==> config.mk <==
export PLATFORM = sky130hd
export DESIGN_NAME = comb_sweep_harness_flat
export DESIGN_NICKNAME = d
export VERILOG_FILES = /design/src/rtl/comb_sweep_harness_pkg.sv /design/src/rtl/comb_sweep_harness_if.sv /design/src/rtl/comb_sweep_harness_misr_reg.sv /design/src/rtl/comb_sweep_harness.sv /design/src/flat_wrapper.sv
export SDC_FILE = /design/constraint.sdc
export NUM_CORES = 1
export LEC_CHECK = 0
export CORE_ASPECT_RATIO = 1.25
export CORE_UTILIZATION = 30
export CTS_BUF_LIST = sky130_fd_sc_hd__clkbuf_8
export CTS_CLUSTER_SIZE = 30
export DETAILED_ROUTE_END_ITERATION = 16
export REMOVE_ABC_BUFFERS = 1
export SLEW_MARGIN = 5
export SYNTH_ARGS = -nofsm -noshare
export SYNTH_HDL_FRONTEND = slang
export SYNTH_HIERARCHICAL = 1
export SYNTH_SLANG_ARGS = --single-unit
export TNS_END_PERCENT = 1
==> constraint.sdc <==
create_clock -name clk -period 3.6 [get_ports clk]
set_input_delay 0.72 -clock clk [delete_from_list [all_inputs] [get_ports clk]]
set_output_delay 0.72 -clock clk [all_outputs]
set_load 0.01 [all_outputs]
==> src/rtl/comb_sweep_harness_pkg.sv <==
// Shared types, default MISR constants and the MISR step function for the
// exhaustive-sweep harness.
package comb_sweep_harness_pkg;

  typedef enum logic [1:0] {IDLE, APPLY, EMIT, DONE} state_e;

  localparam int          MISR_MAX_W = 64;
  localparam logic [15:0] DEF_POLY   = 16'h1021;
  localparam logic [15:0] DEF_SEED   = 16'hFFFF;

  // One MISR shift: left shift, conditional polynomial feedback from the MSB,
  // then fold in the response word. Operates on the low 'width' bits.
  function automatic logic [MISR_MAX_W-1:0] misr_step(
    input logic [MISR_MAX_W-1:0] sig,
    input logic [MISR_MAX_W-1:0] poly,
    input logic [MISR_MAX_W-1:0] din,
    input int unsigned           width
  );
    logic [MISR_MAX_W-1:0] mask;
    logic                  msb;
    mask = {MISR_MAX_W{1'b1}} >> (MISR_MAX_W - width);
    msb  = |(sig & (MISR_MAX_W'(1) << (width - 1)));
    return ((sig << 1) ^ (msb ? poly : '0) ^ din) & mask;
  endfunction

endpackage

==> src/rtl/comb_sweep_harness_if.sv <==
// Truth-table row stream: one row per swept input vector, valid/ready handshake.
interface comb_sweep_harness_if #(
  parameter int N_IN  = 7,
  parameter int N_OUT = 5
) ();

  logic             tt_valid;
  logic             tt_ready;
  logic [N_IN-1:0]  tt_addr;
  logic [N_OUT-1:0] tt_data;

  modport master (output tt_valid, output tt_addr, output tt_data, input tt_ready);
  modport slave  (input tt_valid, input tt_addr, input tt_data, output tt_ready);

endinterface

==> src/rtl/comb_sweep_harness_misr_reg.sv <==
// Signature register: seeds on reset or on request, folds one response word
// per step.
module comb_sweep_harness_misr_reg
  import comb_sweep_harness_pkg::*;
#(
  parameter int               MISR_W = 16,
  parameter int               N_OUT  = 5,
  parameter logic [MISR_W-1:0] POLY  = DEF_POLY,
  parameter logic [MISR_W-1:0] SEED  = DEF_SEED
) (
  input  logic              clk,
  input  logic              rst_n,
  input  logic              load_seed,
  input  logic              step,
  input  logic [N_OUT-1:0]  f_i,
  output logic [MISR_W-1:0] sig
);

  always_ff @(posedge clk or negedge rst_n) begin
    if (!rst_n) begin
      sig <= SEED;
    end else if (load_seed) begin
      sig <= SEED;
    end else if (step) begin
      sig <= MISR_W'(misr_step(MISR_MAX_W'(sig), MISR_MAX_W'(POLY),
                               MISR_MAX_W'(f_i), MISR_W));
    end
  end

endmodule

==> src/rtl/comb_sweep_harness.sv <==
// Drives every input vector of a combinational netlist in order, streams each
// sampled response as a truth-table row and compacts all rows into a MISR.
module comb_sweep_harness
  import comb_sweep_harness_pkg::*;
#(
  parameter int                N_IN   = 7,
  parameter int                N_OUT  = 5,
  parameter int                SETTLE = 1,
  parameter int                MISR_W = 16,
  parameter logic [MISR_W-1:0] POLY   = DEF_POLY,
  parameter logic [MISR_W-1:0] SEED   = DEF_SEED
) (
  input  logic                 clk,
  input  logic                 rst_n,
  input  logic                 start,
  input  logic                 abort,
  output logic [N_IN-1:0]      x_o,
  input  logic [N_OUT-1:0]     f_i,
  comb_sweep_harness_if.master tt,
  output logic                 busy,
  output logic                 done,
  output logic [MISR_W-1:0]    signature
);

  localparam int            CNT_W    = (SETTLE > 0) ? $clog2(SETTLE + 1) : 1;
  // One extra bit so the last-vector compare never aliases to vector 0.
  localparam logic [N_IN:0] LAST_VEC = {1'b0, {N_IN{1'b1}}};

  state_e           state_q, state_d;
  logic [N_IN:0]    vec_q;
  logic [CNT_W-1:0] cnt_q;
  logic [N_IN-1:0]  addr_p0;
  logic [N_OUT-1:0] data_p0;
  logic             vld_p0;
  logic             load_seed, sample, vec_clr, vec_inc, cnt_clr, cnt_inc;
  logic             settle_hit, last_vec;

  assign settle_hit = (cnt_q == CNT_W'(SETTLE));
  assign last_vec   = (vec_q == LAST_VEC);

  always_ff @(posedge clk or negedge rst_n) begin
    if (!rst_n) state_q <= IDLE;
    else        state_q <= state_d;
  end

  always_comb begin
    state_d   = state_q;
    load_seed = 1'b0;
    sample    = 1'b0;
    vec_clr   = 1'b0;
    vec_inc   = 1'b0;
    cnt_clr   = 1'b0;
    cnt_inc   = 1'b0;
    unique case (state_q)
      IDLE: begin
        if (start && !abort) begin
          state_d   = APPLY;
          load_seed = 1'b1;
          vec_clr   = 1'b1;
          cnt_clr   = 1'b1;
        end
      end
      APPLY: begin
        if (abort) begin
          state_d = IDLE;
          vec_clr = 1'b1;
          cnt_clr = 1'b1;
        end else if (settle_hit) begin
          state_d = EMIT;
          sample  = 1'b1;
          cnt_clr = 1'b1;
        end else begin
          cnt_inc = 1'b1;
        end
      end
      EMIT: begin
        if (abort) begin
          state_d = IDLE;
          vec_clr = 1'b1;
          cnt_clr = 1'b1;
        end else if (tt.tt_ready) begin
          if (last_vec) begin
            state_d = DONE;
          end else begin
            state_d = APPLY;
            vec_inc = 1'b1;
          end
        end
      end
      DONE:    state_d = IDLE;
      default: state_d = IDLE;
    endcase
  end

  // Stage p0: vector/settle counters and the captured truth-table row.
  always_ff @(posedge clk or negedge rst_n) begin
    if (!rst_n) begin
      vec_q   <= '0;
      cnt_q   <= '0;
      addr_p0 <= '0;
      data_p0 <= '0;
    end else begin
      if (vec_clr)      vec_q <= '0;
      else if (vec_inc) vec_q <= vec_q + (N_IN + 1)'(1);
      if (cnt_clr)      cnt_q <= '0;
      else if (cnt_inc) cnt_q <= cnt_q + CNT_W'(1);
      if (sample) begin
        addr_p0 <= vec_q[N_IN-1:0];
        data_p0 <= f_i;
      end
    end
  end

  assign vld_p0      = (state_q == EMIT);
  assign x_o         = vec_q[N_IN-1:0];
  assign busy        = (state_q == APPLY) || (state_q == EMIT);
  assign done        = (state_q == DONE);
  assign tt.tt_valid = vld_p0;
  assign tt.tt_addr  = addr_p0;
  assign tt.tt_data  = data_p0;

  comb_sweep_harness_misr_reg #(
    .MISR_W (MISR_W),
    .N_OUT  (N_OUT),
    .POLY   (POLY),
    .SEED   (SEED)
  ) u_misr (
    .clk       (clk),
    .rst_n     (rst_n),
    .load_seed (load_seed),
    .step      (sample),
    .f_i       (f_i),
    .sig       (signature)
  );

endmodule

==> src/flat_wrapper.sv <==
// flat-port wrapper written by rule: the top's interface ports become plain ports
module comb_sweep_harness_flat import comb_sweep_harness_pkg::*;
#(
  parameter int                N_IN   = 7,
  parameter int                N_OUT  = 5,
  parameter int                SETTLE = 1,
  parameter int                MISR_W = 16,
  parameter logic [MISR_W-1:0] POLY   = DEF_POLY,
  parameter logic [MISR_W-1:0] SEED   = DEF_SEED
)
  (clk, rst_n, start, abort, x_o, f_i, busy, done, signature, tt_tt_valid, tt_tt_addr, tt_tt_data, tt_tt_ready);
  comb_sweep_harness_if #(.N_IN(N_IN), .N_OUT(N_OUT)) tt_i ();
  input  logic clk;
  input  logic rst_n;
  input  logic start;
  input  logic abort;
  output logic [N_IN-1:0] x_o;
  input  logic [N_OUT-1:0] f_i;
  output logic busy;
  output logic done;
  output logic [MISR_W-1:0] signature;
  output wire logic [$bits(tt_i.tt_valid)-1:0] tt_tt_valid;
  output wire logic [$bits(tt_i.tt_addr)-1:0] tt_tt_addr;
  output wire logic [$bits(tt_i.tt_data)-1:0] tt_tt_data;
  input wire logic [$bits(tt_i.tt_ready)-1:0] tt_tt_ready;
  assign tt_tt_valid = tt_i.tt_valid;
  assign tt_tt_addr = tt_i.tt_addr;
  assign tt_tt_data = tt_i.tt_data;
  assign tt_i.tt_ready = tt_tt_ready;
  comb_sweep_harness #(.N_IN(N_IN), .N_OUT(N_OUT), .SETTLE(SETTLE), .MISR_W(MISR_W), .POLY(POLY), .SEED(SEED)) u_core (.clk(clk), .rst_n(rst_n), .start(start), .abort(abort), .x_o(x_o), .f_i(f_i), .tt(tt_i), .busy(busy), .done(done), .signature(signature));
endmodule
After elaboration in Yosys (flattened, before gate mapping):

Index checks and enable logic that the tools add are counted.

* bits in registers: 39
* memory bits (read-only): 0
* output and inout port bits: 38
* bits in writable memories: 0
* logic and storage cells: 56
* latch bits: 0
* memories: 0
* bits of input ports: 10

* reductions and logical operators: 9
* multiply operators: 0
* mux-type cells: 30
* equal/unequal tests: 7
* bitwise gates (word level): 2
* shift-type cells: 0
* add/sub/neg operators: 2
* magnitude comparators: 0
* div/mod/pow operators: 0

Operators with widths (count)
* $mux W16: 2
* $mux W1: 16
* $mux W8: 2
* $xor A16 B13 Y16: 1
* $xor A16 B5 Y16: 1
* $mux W13: 1
* $mux W2: 6
* $add A8 B1 Y8 const B: 1
* $eq A8 B7 Y1 const B: 1
* $pmux W2 S4: 1
* $ne A3 B2 Y1 const B: 2
* $reduce_bool A2 Y1: 3
* $eq A2 B2 Y1 const B: 2
* $pmux W1 S3: 1
* $reduce_and A3 Y1: 1
* $eq A2 B1 Y1 const B: 1
* $logic_not A2 Y1: 1
* $ne A2 B1 Y1 const B: 1
* $pmux W1 S2: 1
* $reduce_or A2 Y1: 1
* $add A1 B1 Y1 const B: 1
* $logic_and A1 B1 Y1: 1
* $logic_not A1 Y1: 1
* $logic_or A1 B1 Y1: 1

Logic depth before layout (Yosys ltp):

Gate-level depths: netlist of the first run.

* depth after elaboration: 7
* depth in mapped cells: 9
* mapped depth without buffers: 6

Hierarchy:

The synthesis of the first run kept the hierarchy.

By module, submodules not included
* comb_sweep_harness: times used 1, area each 1236.2 um^2, cells each 110
* comb_sweep_harness_misr_reg: times used 1, area each 734.5 um^2, cells each 61

Worst setup path before layout of the first run:

No wires, ideal clock.

* path kind: register to register
* start point: register u_core.state_q[0]
* end point: register u_core.vec_q[7]
* path buffers: 1
* slack: 1.708 ns
* arrival time: 1.813 ns
* period minus slack after synthesis: 1.892 ns
* cell stages (with the launch flop): 8
* required time: 3.521 ns
* path through: dfrtp_1 inv_1 ha_1 nand3b_4 a21o_1 buf_6 or4_1 a21oi_1

* longest elaborated chain between the ends: 4
* elaborated cells between the ends (all ways): 8
* those cells by class: 2 x eq/ne; 3 x mux; 3 x reduce/logical

RTL lines
* start: declaration: RTL line comb_sweep_harness.sv:29 `state_e state_q, state_d;`
* start signal: assignment: RTL line comb_sweep_harness.sv:43 `else state_q <= state_d;`
* $eq A2 B2 Y1 (*)
* net tt_tt_valid: RTL line flat_wrapper.sv:22 `output wire logic [$bits(tt_i.tt_valid)-1:0] tt_tt_valid;`
* $reduce_or A2 Y1 (no line)
* $pmux W1 S2: RTL line comb_sweep_harness.sv:54 `unique case (state_q)`
* $mux W8 or $reduce_bool A2 Y1 (tied branches)
* end signal: assignment: RTL line comb_sweep_harness.sv:104 `else if (vec_inc) vec_q <= vec_q + (N_IN + 1)'(1);`
* end: declaration: RTL line comb_sweep_harness.sv:30 `logic [N_IN:0] vec_q;`

Mark *: on every way through the listed nets, which the timed path passes. The rest lies on a longest branch.
A chain may end at the register's enable or synchronous reset.

Worst setup path after layout of the first run:

* start point: register u_core.state_q[0]
* end point: output port tt_tt_valid

* longest elaborated chain between the ends: 1

RTL lines
* $eq A2 B2 Y1: RTL line comb_sweep_harness.sv:114 `assign vld_p0 = (state_q == EMIT);`
* end: declaration: RTL line flat_wrapper.sv:22

Every way passes these cells.

==> results of run 1 <==
## flip-flops by register name (all words and copies together) (netlist names)
signal / cells
u_core/state_q: 2
u_core/vec_q: 8
u_core/cnt_q: 1
u_core/tt.tt_data: 5
u_core/tt.tt_addr: 7
u_core/u_misr/sig: 16
## synth_stat cells, types with 2 or more instances
master,instances
a211oi_1,3
nor2_1,7
ha_1,8
xnor2_1,10
nand2_1,6
dfrtp_1,23
a211o_1,9
nor3_1,8
buf_6,2
a21oi_1,12
mux2i_1,2
inv_1,8
o21ai_0,3
dfstp_2,16
or4_1,2
nand3_1,3
buf_2,4
nor2b_1,10
buf_4,7
mux2_2,13
## layout by cell type, fill, tap and decap left out, types with 3 or more instances in the layout
cell type,instances
clkdlybuf4s50_1,46
dfrtp_1,23
dfstp_2,16
mux2_2,13
a21oi_1,12
inv_1,10
xnor2_1,10
nor2b_1,10
a211o_1,9
nor3_1,8
ha_1,8
nor2_1,7
nand2_1,6
clkbuf_8,5
nand3_1,3
o21ai_0,3
a211oi_1,3
## worst max-delay path: stages (launching register included)
cell,delay (ns)
dfrtp_1,0.44
inv_1,0.15
ha_1,0.31
clkdlybuf4s50_1,0.59
## power by group through the flow
stage               logic, mW  registers (mW)  clock network, mW
finish                  0.690           0.723              0.275
global route            0.758           0.742              0.307
CTS                     0.698           0.725              0.289
detailed placement      0.696           0.732                  0
global placement        0.686           0.731                  0
floorplan               0.326           0.759                  0
## per-stage QoR
stage	util (%)	setup slack (ns)
floorplan	-	1.36
global placement	39.2	1.13
detailed placement	39.2	1.09
CTS	40.5	1.09
global route	40.5	0.999
finish	40.5	1.11
## cell families (layout without fill, tap and decap cells)
group           Yosys count  count (layout)  synth area share (%)
compound gates           33              33                  11.2
flops                    39              39                  50.5
fa+ha+maj                 8               8                  5.08
xor+xnor                 11              11                  4.89
buf+inv                  22              65                  7.11
simple gates             43              43                  12.8
mux                      15              15                  8.44
## final cells by class
type / count / area [um2] / share of cell area, %
inverter: 8 / 30.0 / 1.19
tap: 85 / 106 / 4.21
timing repair buffer: 49 / 480 / 19.0
sequential: 39 / 996 / 39.4
clock buffer: 5 / 68.8 / 2.72
multi-input combinational: 110 / 835 / 33.0
clock inverter: 3 / 12.5 / 0.495
## per-layer routing
metal	global-route usage (%)	vias up
met5	0	-
met4	5.35	0
met3	4.13	7
met2	19.9	39
met1	16.5	686
li1	-	671
## how the worst min path moves through the flow
stage	startpoint	slack, ns	cells after the start	endpoint
after floorplan	rst_n	0.42	0	u_core/cnt_q
after global placement	u_core/tt.tt_addr[2]	0.49	1	u_core/tt.tt_addr[2]
after detailed placement	u_core/tt.tt_addr[2]	0.49	1	u_core/tt.tt_addr[2]
after CTS	u_core/tt.tt_addr[2]	0.51	1	u_core/tt.tt_addr[2]
after global routing	u_core/tt.tt_data[4]	0.53	1	u_core/tt.tt_data[4]
final	u_core/tt.tt_addr[2]	0.50	1	u_core/tt.tt_addr[2]
==> impl_metrics.tcl, run 1 <==
set metrics [dict create \
    synth.largest_area_cell "dfrtp_1" \
    cts.sinks 39 \
    status "finished, final reports clean" \
    initial_core_util_pct 31.6 \
    grt_util_all_layers_pct 12.9 \
    seq_area_frac_synth_pct 50.5 \
    cp_max_fo 5 \
    synth_edf_count 0 \
    diodes 0 \
    clock_skew_ns 0.00390 \
    post_cts_buffers 0 \
    numCtsBuffers 5 \
    setup_tns_ns 0 \
    drc 0 \
    ant_nets 0 \
    synth_area_mm2 0.00197 \
    r2r_slack_ns 1.59 \
    pwr-share-seq_pct 42.8 \
    hold_ws_ns 0.505 \
    syn-mean-instance-area_um2 11.5 \
    synth_top_area_share_pct 29.2 \
    async_reset_ff_share_pct 100 \
    slew_violations 0 \
    endpoint_kind "output pin" \
    wl_met1_um 1870 \
    cts_tree "done" \
    synthTopCellsByArea "dfrtp_1 (29%), dfstp_2 (21%), mux2_2 (7.4%), ha_1 (5.1%), xnor2_1 (4.4%)" \
    die_area_mm2 0.00690 \
    critical_path_class "flip-flop to output pin" \
    syn-instance-count 171 \
    finalSetupViolCount 0 \
    rows 32 \
    grt_start_max_net_pins 40 \
    startpoint_type "flip-flop" \
    internal_power_mw 1.14 \
    detail_route.wl_per_cell_um 13.8 \
    p_sw_mw 0.547 \
    ctsRootBufferMaster "clkbuf_8" \
    synth_warnings 6 \
    slew-limit-headroom_pct 40.2 \
    p_total_mw 1.69 \
    firstDrtPassIters 4 \
    numPortBuffers 47 \
    cap_violations 0 \
    worstReg2RegEnd "u_core/vec_q[7]" \
    period_needed_ns 2.49 \
    clkSlewWorstSetupHoldPaths_ns 0.07 \
    overflow 0 \
    postCtsHoldBufs 0 \
    wl_um 4120 \
    fin_cells 299 \
    post-route-period-util_pct 69.1 \
    fmax_mhz 402 \
    endpoint "tt_tt_valid" \
    crit_arrival_ns 1.77 \
    cp-startpoint "u_core/state_q[0]" \
    wl_met3_um 203 \
    place_area_mm2 0.00245 \
    ys_seq_elements 39 \
    rsz0062_at_grt "no" \
    gp_congestion 0.752 \
    dieWidth_um 74.5 \
    p_per_area_mw_per_mm2 668 \
    dp.cells 291 \
    hold_class "flip-flop to flip-flop" \
    cp_data_required_time_ns 2.88 \
    dp_hpwl_um 2950 \
    fillCellCount 642 \
    clk_path_buf_depth 2 \
    cts_htree_levels 2 \
    rr_startpoint "u_core/state_q[0]" \
    first_global_vias 1386 \
    postCtsResizedCells 0 \
    fp.coreArea_mm2 0.00625 \
    ys_types 35 \
    die-height_um 92.6 \
    vias 1403 \
    r2r_cells 6 \
    antenna_found_initial 0 \
    nNetsFinal 231 \
    power_frac_clock_pct 16.3 \
    dr.first_iter.drc_count 70 \
    ioPinCount 48 \
    via_per_inst 4.69 \
    final_area_mm2 0.00253 \
    vdd_ir_drop_max_v 0.000216 \
    grt_pass1_wl_um 6670 \
    syn2layout_area_growth_pct 28.3 \
    worst_pin_slew_ns 0.898 \
    top_layer_used "met4" \
    pwr-share-comb_pct 40.9 \
    wl_met2_um 1940 \
    yosys_most_used_dff "dfrtp_1" \
    p_sw_share_pct 32.4 \
    leakagePower_nw 1.08 \
    insertion_delay_ns 0.29 \
    drive_gt1_share_pct 19.2 \
    hold_viol 0 \
]
Note: power is estimated with default switching activity, not from simulation.
==> inputs of run 2 (changes only) <==
- clock period: 3.6 -> 2.4 ns (I/O delays scaled with it)
==> run 2 against run 1 <==
- clock skew rose by 0.0039 ns
- cell count up 0.67%
- global-route usage shrank 0.84 points
- hold slack lost 0.21 ns
- die area unchanged
- register-to-register slack got worse by 1.2 ns
- cell area increased by 2.6%
- first-iteration DRC count down 11%
- worst setup slack worse by 0.95 ns
- sequential cell count did not move
- largest cell class unchanged
==> impl_metrics.tcl, run 2 (synthesized netlist as in run 1, its figures left out) <==
set metrics [dict create \
    antenna_found_initial 0 \
    postCtsHoldBufs 0 \
    setup_tns_ns 0 \
    dr.first_iter.drc_count 62 \
    numPortBuffers 47 \
    postCtsResizedCells 0 \
    slowest_delay_ns 0.58 \
    leakagePower_nw 1.11 \
    dp_hpwl_um 2950 \
    cp_max_fo 5 \
    place_area_mm2 0.00246 \
    wl_um 3970 \
    crit_arrival_ns 1.76 \
    hold_class "input port to asynchronous set/reset pin" \
    cp_top_family "buffers and inverters" \
    seq_area_um2 996 \
    hold_viol 0 \
    largest_reg_flops 16 \
    rows 32 \
    fillCellCount 623 \
    cp_data_required_time_ns 1.92 \
    ctsRootBufferMaster "clkbuf_8" \
    layout_common_cells "clkdlybuf4s50_1 (46), dfrtp_1 (23), dfstp_2 (16)" \
    insertion_delay_ns 0.28 \
    nNetsFinal 233 \
    fp.coreArea_mm2 0.00625 \
    drive_gt1_share_pct 20.4 \
    period_needed_ns 2.24 \
    die-height_um 92.6 \
    grt_start_max_net_pins 40 \
    diodes 0 \
    first_global_vias 1343 \
    numCtsBuffers 5 \
    fin_cells 301 \
    r2r_slack_ns 0.43 \
    via_per_inst 4.60 \
    final_area_mm2 0.00259 \
    rsz0062_at_grt "no" \
    dp.cells 293 \
    die_area_mm2 0.00690 \
    cts.sinks 39 \
    vias 1384 \
    layout_commonest_cell "clkdlybuf4s50_1" \
    multi_input_area_um2 835 \
    vdd_ir_drop_max_v 0.000313 \
    clk_path_buf_depth 2 \
    grt_util_all_layers_pct 12.1 \
    top_register "u_core/u_misr/sig" \
    fmax_mhz 447 \
    drc 0 \
    clock_skew_ns 0.00775 \
    dieWidth_um 74.5 \
    startpoint_type "flip-flop" \
    firstDrtPassIters 4 \
    crit_chain "inv_1 -> ha_1 -> clkdlybuf4s50_1" \
    pre_cts_slack_ns 0.227 \
    setup_ws_ns 0.161 \
    cts_tree "done" \
    clkSlewWorstSetupHoldPaths_ns 0.07 \
    endpoint_kind "output pin" \
    overflow 0 \
    status "finished, final reports clean" \
    slew_violations 0 \
    worst_pin_slew_ns 0.837 \
    post-route-period-util_pct 93.3 \
    ioPinCount 48 \
    syn2layout_area_growth_pct 31.7 \
    ant_nets 0 \
    post_cts_buffers 0 \
    critical_path_class "flip-flop to output pin" \
    p_per_area_mw_per_mm2 1070 \
    slew-limit-headroom_pct 44.2 \
    cts_htree_levels 2 \
    grt_pass1_wl_um 6350 \
    detail_route.wl_per_cell_um 13.2 \
    crit_slowest_cell "clkdlybuf4s50_1" \
    finalSetupViolCount 0 \
    initial_core_util_pct 31.6 \
    cap_violations 0 \
    gp_congestion 0.749 \
    crit_buf_inv 2 \
]
run 2: cell types whose count changed in the layout (fill, tap and decap cells not counted), sizes merged:
| cell | previous run | this run |
|---|---|---|
| inv | 10 | 9 |
| bufinv | 0 | 2 |
| clkinv | 1 | 0 |
| buf | 3 | 5 |
run 2: final cells by class:
type | instances | share of cell area, %
multi-input cells | 110 | 32.2
flip-flops and latches | 39 | 38.4
well taps | 85 | 4.10
clock buffers | 5 | 2.65
inverters | 8 | 1.16
repair buffers | 51 | 19.1
clock inverters | 3 | 2.46
run 2: through the flow:
stage / power (mW) / util [%] / hold WS [ns]
after CTS: 2.81 / 41.5 / 0.325
after detailed placement: 2.17 / 39.4 / 0.494
final: 2.76 / 41.5 / 0.296
after global placement: 2.15 / 39.4 / 0.488
after floorplan: 1.63 / - / 0.184
after global routing: 2.95 / 41.5 / 0.361
run 2: final timing paths:
kind	start	end	depth (start not counted)
min in group clk	u_core/tt.tt_data[2]	u_core/tt.tt_data[2]	1
hold reg to reg	u_core/tt.tt_data[2]	u_core/tt.tt_data[2]	1
setup reg to reg	u_core/state_q[0]	u_core/vec_q[7]	6
setup / recovery	u_core/state_q[0]	tt_tt_valid	3
hold / removal	rst_n	u_core/cnt_q	1
max in group asynchronous	rst_n	u_core/tt.tt_addr[4]	1
run 2: report_power, final:
group | switching (mW) | internal [mW]
logic | 0.447 | 0.610
registers | 0.160 | 0.920
clock network | 0.217 | 0.411
run 2: routing by layer:
metal	track usage, %	share of wire, %
met1	15.4	45
met2	19.4	49
met3	3.16	3.9
met4	4.25	1.4
met5	0	0
